===== src/rtl/rv_pipe_pkg.sv =====
// rv_pipe_pkg: shared FSM encodings, scoreboard entry type and helpers for the hazard controller.
package rv_pipe_pkg;
  typedef enum logic [1:0] {
    ST_INIT  = 2'd0,
    ST_RUN   = 2'd1,
    ST_STALL = 2'd2,
    ST_FLUSH = 2'd3
  } state_e;

  typedef struct packed {
    logic       valid;
    logic [4:0] rd;
    logic       mem_read;
  } sb_entry_t;

  localparam logic [4:0] REG_ZERO = 5'd0;

  // x0 is hardwired to zero, so it never matches as a source
  function automatic logic sb_match(input sb_entry_t e, input logic [4:0] rs);
    return e.valid && (e.rd == rs) && (rs != REG_ZERO);
  endfunction
endpackage


===== src/rtl/pipeline_hazard_ctrl_sat_counter.sv =====
// sat_counter: event counter that sticks at all-ones instead of wrapping.
module sat_counter #(
  parameter int CNT_WIDTH = 32
) (
  input  logic                 clk,
  input  logic                 reset,
  input  logic                 inc,
  output logic [CNT_WIDTH-1:0] count
);
  localparam logic [CNT_WIDTH-1:0] ONE = CNT_WIDTH'(1);
  logic [CNT_WIDTH-1:0] r_count;
  always_ff @(posedge clk or negedge reset)
    if (!reset) r_count <= '0;
    else if (inc && r_count != '1) r_count <= r_count + ONE;
  assign count = r_count;
endmodule


===== src/rtl/pipeline_hazard_ctrl.sv =====
// pipeline_hazard_ctrl: scoreboard-based stall/flush sequencing for the 5-stage pipeline,
// with post-reset warm-up and saturating stall/flush counters.
module pipeline_hazard_ctrl
  import rv_pipe_pkg::*;
#(
  parameter bit FORWARDING_EN    = 1'b0,
  parameter bit RF_WRITE_THROUGH = 1'b0,
  parameter int INIT_CYCLES      = 2,
  parameter int CNT_WIDTH        = 32
) (
  input  logic                 clk,
  input  logic                 reset,
  input  logic                 id_valid,
  input  logic [4:0]           id_rs1,
  input  logic [4:0]           id_rs2,
  input  logic                 id_uses_rs1,
  input  logic                 id_uses_rs2,
  input  logic [4:0]           id_rd,
  input  logic                 id_reg_write,
  input  logic                 id_mem_read,
  input  logic                 ex_redirect,
  output logic                 pc_write_en,
  output logic                 ifid_write_en,
  output logic                 ifid_flush,
  output logic                 idex_flush,
  output logic [1:0]           ctrl_state,
  output logic [CNT_WIDTH-1:0] stall_count,
  output logic [CNT_WIDTH-1:0] flush_count
);
  localparam logic [3:0] INIT_LAST = 4'(INIT_CYCLES - 1);

  state_e    r_state, w_next;
  logic [3:0] r_init_cnt;
  sb_entry_t r_ex, r_mem, r_wb;
  logic      w_init, w_hz_rs1, w_hz_rs2, w_hazard, w_redirect, w_stall;

  assign w_init = (r_state == ST_INIT);

  // With forwarding only a load still in EX cannot be bypassed in time
  assign w_hz_rs1 = FORWARDING_EN ? (r_ex.mem_read & sb_match(r_ex, id_rs1))
                  : (sb_match(r_ex, id_rs1) | sb_match(r_mem, id_rs1) | (!RF_WRITE_THROUGH & sb_match(r_wb, id_rs1)));
  assign w_hz_rs2 = FORWARDING_EN ? (r_ex.mem_read & sb_match(r_ex, id_rs2))
                  : (sb_match(r_ex, id_rs2) | sb_match(r_mem, id_rs2) | (!RF_WRITE_THROUGH & sb_match(r_wb, id_rs2)));
  assign w_hazard   = !w_init & id_valid & ((id_uses_rs1 & w_hz_rs1) | (id_uses_rs2 & w_hz_rs2));
  assign w_redirect = !w_init & ex_redirect;
  assign w_stall    = w_hazard & !w_redirect;

  always_comb begin
    w_next        = ST_RUN;
    pc_write_en   = !w_init & !w_stall;
    ifid_write_en = !w_init & !w_stall;
    ifid_flush    = w_init | w_redirect;
    idex_flush    = w_init | w_redirect | w_hazard;
    if (w_init) w_next = (r_init_cnt == INIT_LAST) ? ST_RUN : ST_INIT;
    else w_next = w_redirect ? ST_FLUSH : (w_hazard ? ST_STALL : ST_RUN);
  end

  always_ff @(posedge clk or negedge reset)
    if (!reset) begin
      r_state    <= ST_INIT;
      r_init_cnt <= '0;
    end else begin
      r_state    <= w_next;
      r_init_cnt <= w_init ? r_init_cnt + 4'd1 : '0;
    end

  // A stalled or wrong-path ID instruction must not be tracked as in flight
  always_ff @(posedge clk or negedge reset)
    if (!reset) begin
      r_ex  <= '0;
      r_mem <= '0;
      r_wb  <= '0;
    end else begin
      r_wb  <= r_mem;
      r_mem <= r_ex;
      r_ex  <= '{valid:    id_valid & id_reg_write & (id_rd != REG_ZERO) & !w_init & !w_hazard & !w_redirect,
                 rd:       id_rd,
                 mem_read: id_mem_read};
    end

  assign ctrl_state = r_state;

  sat_counter #(.CNT_WIDTH(CNT_WIDTH)) u_stall_cnt (
    .clk(clk), .reset(reset), .inc(w_stall), .count(stall_count)
  );

  sat_counter #(.CNT_WIDTH(CNT_WIDTH)) u_flush_cnt (
    .clk(clk), .reset(reset), .inc(w_redirect), .count(flush_count)
  );
endmodule


===== config.mk =====
export PLATFORM = sky130hd
export DESIGN_NAME = pipeline_hazard_ctrl
export DESIGN_NICKNAME = d
export VERILOG_FILES = /design/src/rtl/rv_pipe_pkg.sv /design/src/rtl/pipeline_hazard_ctrl_sat_counter.sv /design/src/rtl/pipeline_hazard_ctrl.sv
export SDC_FILE = /design/constraint.sdc
export NUM_CORES = 1
export LEC_CHECK = 0
export BUFFER_PORTS_ARGS = -buffer_cell sky130_fd_sc_hd__buf_2
export CAP_MARGIN = 20
export CORE_MARGIN = 10
export CORE_UTILIZATION = 45
export CTS_BUF_LIST = sky130_fd_sc_hd__clkbuf_8
export DETAILED_ROUTE_END_ITERATION = 6
export HOLD_SLACK_MARGIN = 0.08
export PLACE_DENSITY = 0.64
export SLEW_MARGIN = 25
export SYNTH_ARGS = -nofsm -noshare
export SYNTH_HDL_FRONTEND = slang
export SYNTH_SLANG_ARGS = --single-unit

===== constraint.sdc =====
create_clock -name clk -period 3.7 [get_ports clk]
set_input_delay 0.74 -clock clk [delete_from_list [all_inputs] [get_ports clk]]
set_output_delay 0.74 -clock clk [all_outputs]
set_load 0.05 [all_outputs]

==> flow_metrics.py, run 1 <==
metrics = {
    "critical_path": {
        "worstSetupStartpoint": "id_rs1[1]",
        "end_kind": "output pin",
        "r2r-start": "u_stall_cnt.count[0]$_DFFE_PN0P_",
        "reg2reg_depth": 8,
        "crit_required_ps": 2960,
        "criticalPathCategory": "input pin to output pin",
        "rr_endpoint": "u_stall_cnt.count[10]$_DFFE_PN0P_",
        "crit_path_top_delay_cell": "or4_1",
        "arrival_ps": 2600,
        "rrSetupSlack_ps": 960,
        "critPathMaxStageDelay_ps": 510,
        "critPathLaunchType": "input pin",
        "path_cells": "buf_2 > or4_1 > o21ai_0 > a31oi_1 > or2_2 > a21oi_1 > buf_2",
        "crit_fanout": 4,
        "crit_top_cell": "buf_2",
        "crit_end": "pc_write_en",
    },
    "pwr": {
        "total_power_mw": 2.02,
        "leakage_nw": 2.50,
        "power_frac_clock_pct": 31.3,
        "combPwrFrac_pct": 15.8,
        "p_per_area_nw_per_um2": 405,
        "ir_drop_v": 0.000483,
        "p_switching_mw": 0.635,
        "sw_frac_of_total_pct": 31.5,
        "p_int_mw": 1.38,
        "pwr-share-seq_pct": 52.9,
    },
    "sta": {
        "hold_violations": 0,
        "clock.fmax_mhz": 299,
        "finalCriticalPeriod_ps": 3340,
        "drv_slew": 0,
        "rsz0062_at_grt": "no",
        "setup_viol_count_final": 0,
        "setup_tns_ps": 0,
        "fin_crit_sh_pct": 90.3,
        "tightest_slew_ps": 596,
        "slew_headroom_pct": 60.0,
        "clock-skew-final_ps": 14.0,
    },
    "clock_network": {
        "hold_buffers": 0,
        "cts_made_buffers": 9,
        "clock-root-buffer": "clkbuf_8",
        "post-cts-setup-buffers": 0,
        "cts_tree": "done",
        "cts_resized": 0,
        "cts_buffer_depth": 2,
        "h-tree-depth": 3,
        "cts.clk_slew.worst_paths_ps": 90,
        "clk_latency_ps": 350,
        "clkSinkCount": 88,
    },
    "floorplanning": {
        "start_util_pct": 45.8,
        "pin_count": 93,
        "die_area_um2": 13600,
        "dieHeight_um": 117,
        "die_w_um": 117,
        "num_rows": 35,
        "coreArea_um2": 9150,
    },
    "drt": {
        "viasPerCell": 5.30,
        "wirelength_um": 9800,
        "drtIter0Drc": 124,
        "drc": 0,
        "num_vias": 3159,
        "dr.pass1.iters": 4,
        "ant_nets": 0,
        "routedWlPerCell_um": 16.4,
    },
    "yosys": {
        "synth.avg_cell_area_um2": 11.0,
        "ys_seq_area_share_pct": 52.5,
        "yosys_warnings": 0,
        "yosys_register_bits": 88,
        "synth.net_count": 408,
        "yosysUniqueCellTypes": 42,
        "netlist_area_um2": 4190,
        "syn-instance-count": 381,
    },
    "layout": {
        "area_growth_pct": 18.8,
        "seqCellArea_um2": 2200,
        "fillCellCount": 865,
        "drive_above_1_share_pct": 27.2,
        "fin_nets": 507,
        "multi_input_comb_area_um2": 1920,
        "antenna_cells": 0,
    },
    "global_route": {
        "grt_pass1_wl_um": 16500,
        "grtUsageTotal_pct": 15.2,
        "grt_max_degree": 45,
        "grt_antenna_before_repair": 0,
        "grt-ovfl-total": 0,
        "first_global_vias": 3315,
    },
    "outcome": {
        "status": "completed",
    },
    "min_path": {
        "holdCritPathClass": "input pin to async pin",
    },
    "placement": {
        "io_buffers": 91,
        "place_congestion": 0.809,
        "post-dp-hpwl_um": 7280,
    },
    "job": {
        "max-cap-violations": 0,
    },
}
-- power groups by stage --
stage | logic [mW] | clock network (mW) | registers (mW)
floorplan | 0.0932 | 0 | 1.21
global placement | 0.322 | 0 | 1.08
detailed placement | 0.323 | 0 | 1.09
CTS | 0.325 | 0.651 | 1.07
global route | 0.345 | 0.703 | 1.08
finish | 0.319 | 0.631 | 1.07
-- worst min path at each step --
stage                        from                           endpoint  slack, ps  cells past startpoint
6_report                    reset  u_stall_cnt.count[28]$_DFFE_PN0P_        380                      1
3_3_place_gp   r_mem[6]$_DFF_PN0_                  r_wb[6]$_DFF_PN0_        410                      0
3_5_place_dp   r_mem[6]$_DFF_PN0_                  r_wb[6]$_DFF_PN0_        410                      0
5_1_grt                     reset                  r_wb[1]$_DFF_PN0_        400                      1
2_1_floorplan   r_ex[6]$_DFF_PN0_                 r_mem[6]$_DFF_PN0_        370                      0
4_1_cts                     reset  u_stall_cnt.count[29]$_DFFE_PN0P_        390                      1
-- sequential cells by signal, summed over array words and instances, names as in the netlist --
name	cells
u_flush_cnt.count	32
u_stall_cnt.count	32
r_ex	6
r_mem	6
r_wb	6
r_init_cnt	4
ctrl_state	2
-- synthesized netlist by cell type --
| cell type | instances | area share (%) |
|---|---|---|
| nor2b_1 | 1 | 0.15 |
| nand4_2 | 1 | 0.30 |
| clkdlybuf4s50_2 | 1 | 0.27 |
| clkbuf_1 | 4 | 0.36 |
| o21ai_1 | 1 | 0.12 |
| xor2_1 | 57 | 12 |
| and4_4 | 1 | 0.27 |
| o31ai_2 | 1 | 0.30 |
| o21ai_0 | 2 | 0.24 |
| mux2_2 | 1 | 0.27 |
| nor4_4 | 2 | 1.0 |
| and2_2 | 1 | 0.18 |
| nand2_4 | 1 | 0.27 |
| dfrtp_1 | 88 | 53 |
| o211ai_1 | 1 | 0.18 |
| nor4b_1 | 3 | 0.63 |
| and3_1 | 5 | 0.75 |
| xnor2_1 | 36 | 7.5 |
| and4_2 | 1 | 0.24 |
| nor3b_1 | 2 | 0.36 |
| or4_1 | 3 | 0.54 |
| nor4_1 | 11 | 1.6 |
| nor3_1 | 25 | 3.0 |
| a21oi_1 | 1 | 0.12 |
| buf_4 | 1 | 0.18 |
| nand4_1 | 21 | 3.1 |
| and3_2 | 3 | 0.54 |
| nor2_2 | 1 | 0.15 |
| a21o_1 | 1 | 0.18 |
| a2111oi_4 | 1 | 0.66 |
| nand2_1 | 25 | 2.2 |
| a31oi_1 | 3 | 0.45 |
| nand3_1 | 35 | 4.2 |
| or3_1 | 1 | 0.15 |
| nor3_2 | 1 | 0.24 |
| and4_1 | 2 | 0.42 |
| or2_2 | 3 | 0.45 |
| buf_2 | 3 | 0.36 |
| nor2_1 | 17 | 1.5 |
| inv_1 | 8 | 0.72 |
| and2_1 | 1 | 0.15 |
| ha_1 | 4 | 1.2 |
-- layer usage --
layer  part of all wire [%]  GRT usage (%)  wire [um]  vias to the layer above
met3                    5.9           4.73        577                        6
met1                     46           19.7       4550                     1559
met5                      0              0          0                        -
li1                       -              -          -                     1526
met2                     47           23.9       4610                       68
met4                   0.70           4.42         69                        0
-- layout by cell type, fill, tap and decap left out, drive strengths merged --
cell type	synthesis	final
nor4	13	13
a2111oi	1	1
o31ai	1	1
nor4b	3	3
a31oi	3	3
or4	3	3
o21ai	3	3
inv	8	10
clkbuf	4	11
clkinvlp	0	1
a21o	1	1
nor3	26	26
ha	4	4
nor2	18	18
dfrtp	88	88
mux2	1	1
xor2	57	57
and4	4	4
and2	2	2
nor2b	1	1
buf	4	97
a21oi	1	1
o211ai	1	1
xnor2	36	36
nor3b	2	2
nand4	22	22
nand2	26	26
and3	8	8
or3	1	1
nand3	35	35
clkinv	0	2
or2	3	3
-- through the flow --
stage / instances / hold WS, ps / setup slack, ps / cell area (um^2) / utilization, %
global route: 596 / 400 / 268 / 4980 / 54.4
finish: 596 / 384 / 360 / 4980 / 54.4
floorplan: 381 / 373 / 8.39 / 4190 / -
CTS: 596 / 386 / 348 / 4980 / 54.4
detailed placement: 580 / 414 / 352 / 4790 / 52.3
global placement: 580 / 405 / 379 / 4790 / 52.3
-- logic make-up (layout without fill, tap and decap cells) --
| family | count (synthesis) | after routing | share of synthesized area [%] |
|---|---|---|---|
| buf+inv | 17 | 121 | 1.88 |
| simple gates | 167 | 167 | 22.5 |
| fa+ha+maj | 4 | 4 | 1.19 |
| mux | 1 | 1 | 0.269 |
| xor+xnor | 93 | 93 | 19.4 |
| compound gates | 11 | 11 | 2.24 |
| flops | 88 | 88 | 52.5 |
-- final cells by class --
class	instances	area share [%]
multi-input cells	276	38.5
flip-flops and latches	88	44.2
inverters	8	0.603
clock inverters	5	0.779
repair buffers	97	10.1
well taps	111	2.79
clock buffers	11	3.04
-- critical path: cells and delay by family --
family / cells / cell delay (ps)
and+or+nand+nor: 2 / 850
buffers and inverters: 2 / 450
AOI/OAI and AO/OA: 3 / 550
No activity file was read; power rests on OpenSTA's default activity.
==> inputs of run 2 (changes only) <==
- CORE_ASPECT_RATIO: default -> 0.6
- clock period: 3.7 -> 4.1 ns (I/O delays scaled with it)
==> run 2 against run 1 <==
Against the previous run: final cell count grew 0.67%; sequential power shrank 9.9%; non-clock buffer count grew 1; sequential share of layout area barely moved; routed wire length fell by 1.5%; total power shrank 10%; combinational power shrank 10%; final area about the same; first-iteration DRC count is 25% higher; flip-flop and latch count unchanged; clock power is 11% lower.
==> flow_metrics.py, run 2 (same netlist as run 1, synthesis figures left out) <==
metrics = {
    "floorplanning": {
        "die_area_um2": 13700,
        "die_w_um": 145,
        "coreArea_um2": 9120,
        "dieHeight_um": 94.8,
        "start_util_pct": 46.0,
        "pin_count": 93,
        "num_rows": 27,
    },
    "layout": {
        "fin_nets": 508,
        "area_growth_pct": 18.7,
        "utilization_pct": 54.6,
        "drive_above_1_share_pct": 26.9,
        "layout_common_cells": "buf_2, dfrtp_1, xor2_1",
        "instances_no_fill": 600,
        "fin_area_um2": 4980,
        "antenna_cells": 0,
        "final_common_cell": "buf_2",
    },
    "pwr": {
        "ir_drop_v": 0.000251,
        "total_power_mw": 1.81,
        "leakage_nw": 2.50,
        "p_per_area_nw_per_um2": 364,
    },
    "sta": {
        "tightest_slew_ps": 809,
        "clock-skew-final_ps": 10.7,
        "setup_tns_ps": 0,
        "slew_headroom_pct": 46.0,
        "fin_crit_sh_pct": 84.6,
        "clock.fmax_mhz": 288,
        "rsz0062_at_grt": "no",
        "setup_viol_count_final": 0,
        "drv_slew": 0,
        "finalCriticalPeriod_ps": 3470,
        "hold_violations": 0,
    },
    "placement": {
        "post-dp-hpwl_um": 7160,
        "dpl-instance-area_um2": 4800,
        "place_congestion": 0.821,
        "io_buffers": 91,
        "dpl.cell_count": 586,
    },
    "clock_network": {
        "cts_resized": 0,
        "h-tree-depth": 3,
        "clkSinkCount": 88,
        "cts_tree": "done",
        "hold_buffers": 0,
        "clock-root-buffer": "clkbuf_8",
        "cts_made_buffers": 9,
        "cts.clk_slew.worst_paths_ps": 80,
        "post-cts-setup-buffers": 0,
        "cts_buffer_depth": 2,
        "clk_latency_ps": 350,
    },
    "critical_path": {
        "reg2reg_depth": 8,
        "r2r-start": "u_stall_cnt.count[7]$_DFFE_PN0P_",
        "critPathLaunchType": "input pin",
        "crit_required_ps": 3280,
        "worstSetupStartpoint": "id_rs2[1]",
        "arrival_ps": 2650,
        "criticalPathCategory": "input pin to output pin",
        "end_kind": "output pin",
        "crit_fanout": 4,
    },
    "global_route": {
        "grt_pass1_wl_um": 15600,
        "grt_antenna_before_repair": 0,
        "grtUsageTotal_pct": 14.2,
        "grt_max_degree": 66,
        "grt-ovfl-total": 0,
        "first_global_vias": 3092,
    },
    "drt": {
        "routedWlPerCell_um": 16.1,
        "dr.pass1.iters": 4,
        "viasPerCell": 5.24,
        "num_vias": 3142,
        "drtIter0Drc": 155,
        "wirelength_um": 9660,
        "ant_nets": 0,
        "drc": 0,
    },
    "outcome": {
        "status": "completed",
    },
    "min_path": {
        "holdCritPathClass": "flip-flop to flip-flop",
        "hold_depth": 0,
        "hp-start": "r_mem[6]$_DFF_PN0_",
    },
    "job": {
        "max-cap-violations": 0,
    },
}
[run 2: worst paths after layout]
kind                                                     endpoint  slack (ps)
worst min-delay path                            r_wb[6]$_DFF_PN0_         410
worst min register to register                  r_wb[6]$_DFF_PN0_         410
max in group asynchronous                       r_wb[6]$_DFF_PN0_        2710
min in group asynchronous        u_stall_cnt.count[4]$_DFFE_PN0P_         560
worst max register to register  u_stall_cnt.count[18]$_DFFE_PN0P_        1600
worst max-delay path                                  pc_write_en         630
[run 2: per-layer routing]
metal | wire length [um] | GRT usage [%]
met2 | 3980 | 19.8
met5 | 0 | 0
met4 | 105 | 4.19
met1 | 4920 | 20.2
met3 | 652 | 5.16
[run 2: layout make-up]
| type | count | area, um^2 |
|---|---|---|
| well taps | 116 | 145 |
| clock buffers | 9 | 124 |
| repair buffers | 98 | 510 |
| clock inverters | 5 | 51.3 |
| fillers | 810 | 4140 |
| multi-input cells | 276 | 1920 |
| inverters | 8 | 30.0 |
| flip-flops and latches | 88 | 2200 |
[run 2: worst max-delay path, stage by stage]
cell	delay, ps
buf_2	140
or4_1	510
o21ai_0	180
a31oi_1	90
or2_2	330
a21oi_1	250
buf_2	320
[run 2: where the power goes]
part / leakage, nW / switching (mW) / internal [mW] / total (mW)
combinational: 1.24 / 0.209 / 0.0777 / 0.286
clock: 0.0921 / 0.290 / 0.271 / 0.561
sequential: 1.16 / 0.0543 / 0.909 / 0.964
[run 2: metrics by stage]
| step | hold slack [ps] | setup slack [ps] |
|---|---|---|
| after global routing | 419 | 523 |
| after CTS | 410 | 634 |
| after detailed placement | 391 | 638 |
| after global placement | 393 | 680 |
| after floorplan | 373 | 248 |
| final | 407 | 629 |
==> inputs of run 3 (changes only) <==
- PLACE_DENSITY: 0.64 -> 0.67
- clock period: 4.1 -> 2.8 ns (I/O delays scaled with it)
==> run 3 against run 2 <==
Against the previous run: sequential share of layout area down 1.7 points; routed wire length up 2.3%; global-route usage up 0.70 points; total power up 49%; setup slack worse by 570 ps; final area up 4.0%; final cell count up 1.8%; utilization up 2.2 points; critical path type unchanged; critical endpoint unchanged; largest cell class unchanged.
==> flow_metrics.py, run 3 (same netlist as run 1, synthesis figures left out) <==
metrics = {
    "sta": {
        "clock-skew-final_ps": 10.1,
        "clock.fmax_mhz": 365,
        "finalCriticalPeriod_ps": 2740,
        "setup_tns_ps": 0,
        "hold_violations": 0,
        "tightest_slew_ps": 967,
        "drv_slew": 0,
        "slew_headroom_pct": 35.5,
        "setup_viol_count_final": 0,
        "rsz0062_at_grt": "yes",
        "fin_crit_sh_pct": 97.9,
    },
    "min_path": {
        "holdCritPathClass": "input pin to async pin",
    },
    "layout": {
        "layout_common_cells": "dfrtp_1, buf_2, xor2_1",
        "antenna_cells": 0,
        "fin_area_um2": 5180,
        "utilization_pct": 56.8,
        "fin_nets": 518,
        "drive_above_1_share_pct": 30.3,
        "area_growth_pct": 23.5,
        "final_common_cell": "dfrtp_1",
    },
    "pwr": {
        "p_per_area_nw_per_um2": 522,
        "pwr-share-seq_pct": 52.2,
        "p_switching_mw": 0.823,
        "p_int_mw": 1.88,
        "power_frac_clock_pct": 31.4,
        "leakage_nw": 2.58,
        "sw_frac_of_total_pct": 30.4,
        "combPwrFrac_pct": 16.4,
        "ir_drop_v": 0.000562,
    },
    "drt": {
        "ant_nets": 0,
        "viasPerCell": 5.25,
        "routedWlPerCell_um": 16.2,
        "num_vias": 3205,
        "drc": 0,
        "wirelength_um": 9880,
        "dr.pass1.iters": 4,
        "drtIter0Drc": 217,
    },
    "clock_network": {
        "clock-root-buffer": "clkbuf_8",
        "cts.clk_slew.worst_paths_ps": 80,
        "clk_latency_ps": 360,
        "cts_tree": "done",
        "h-tree-depth": 3,
        "cts_buffer_depth": 2,
        "hold_buffers": 0,
        "clkSinkCount": 88,
        "cts_made_buffers": 9,
    },
    "global_route": {
        "grt-ovfl-total": 0,
        "grtUsageTotal_pct": 14.9,
        "first_global_vias": 3185,
        "grt_antenna_before_repair": 0,
        "grt_max_degree": 46,
        "grt_pass1_wl_um": 16500,
    },
    "critical_path": {
        "critPathMaxStageDelay_ps": 510,
        "criticalPathCategory": "input pin to output pin",
        "crit_path_top_delay_cell": "or4_1",
        "path_cells": "buf_2 > or4_1 > o21ai_1 > a31oi_4 > or2_4 > a21oi_4 > buf_4",
        "end_kind": "output pin",
        "crit_fanout": 3,
        "critPathLaunchType": "input pin",
        "arrival_ps": 2180,
        "crit_required_ps": 2240,
    },
    "placement": {
        "post-dp-hpwl_um": 7410,
        "place_congestion": 0.834,
        "dpl-instance-area_um2": 4900,
        "io_buffers": 91,
    },
    "floorplanning": {
        "pin_count": 93,
        "coreArea_um2": 9120,
        "dieHeight_um": 94.8,
        "die_w_um": 145,
        "num_rows": 27,
        "start_util_pct": 46.0,
        "die_area_um2": 13700,
    },
    "outcome": {
        "status": "completed",
    },
    "job": {
        "max-cap-violations": 0,
    },
}
## run 3: per-layer routing
metal | up-vias | part of all wire, % | wire length (um) | track usage (%)
li1 | 1552 | - | - | -
met1 | 1551 | 47 | 4630 | 20.1
met2 | 91 | 44 | 4330 | 21.8
met3 | 11 | 8.6 | 845 | 6.52
met4 | 0 | 0.83 | 82 | 3.27
met5 | - | 0 | 0 | 0
## run 3: area by class of cell
type | instances | area (um^2)
clock buffers | 10 | 138
repair buffers | 108 | 626
fillers | 805 | 3940
clock inverters | 5 | 48.8
inverters | 8 | 30.0
flip-flops and latches | 88 | 2200
well taps | 116 | 145
multi-input cells | 276 | 1990
## run 3: path summary, 6_finish.rpt
path	from	endpoint	slack (ps)	cells past startpoint
worst max-delay path	id_rs2[1]	pc_write_en	60	7
worst min register to register	r_mem[5]$_DFF_PN0_	r_wb[5]$_DFF_PN0_	440	0
min in group clk	id_rd[2]	r_ex[3]$_DFF_PN0_	320	1
worst max register to register	r_wb[1]$_DFF_PN0_	u_stall_cnt.count[1]$_DFFE_PN0P_	330	9
max in group asynchronous	reset	u_flush_cnt.count[29]$_DFFE_PN0P_	1950	2
worst min-delay path	reset	r_wb[3]$_DFF_PN0_	200	1
## run 3: power by group through the flow
stage	Clock, mW	Sequential [mW]	Combinational (mW)
finish	0.850	1.41	0.443
global route	0.941	1.42	0.478
CTS	0.882	1.41	0.444
detailed placement	0	1.43	0.438
global placement	0	1.43	0.431
floorplan	0	1.59	0.124
## run 3: repair_timing
item	4_1_cts	5_1_grt
pin swaps	3	8
endpoints found under the setup margin	3	4
setup buffers	1	1
resized for setup	9	9
## run 3: critical path: cells and delay by family
family	cells	cell delay, ps
simple gates	2	810
compound gates	3	460
buf+inv	2	340
## run 3: stage by stage
stage                     power, mW  setup slack [ps]  hold slack, ps  cells
after floorplan                1.72              2.35             264    381
after global placement         1.86             -59.8             417    594
after detailed placement       1.87              -105             421    594
after CTS                      2.74             0.561             218    610
after global routing           2.84             -24.9             232    611
final                          2.71              58.9             204    611
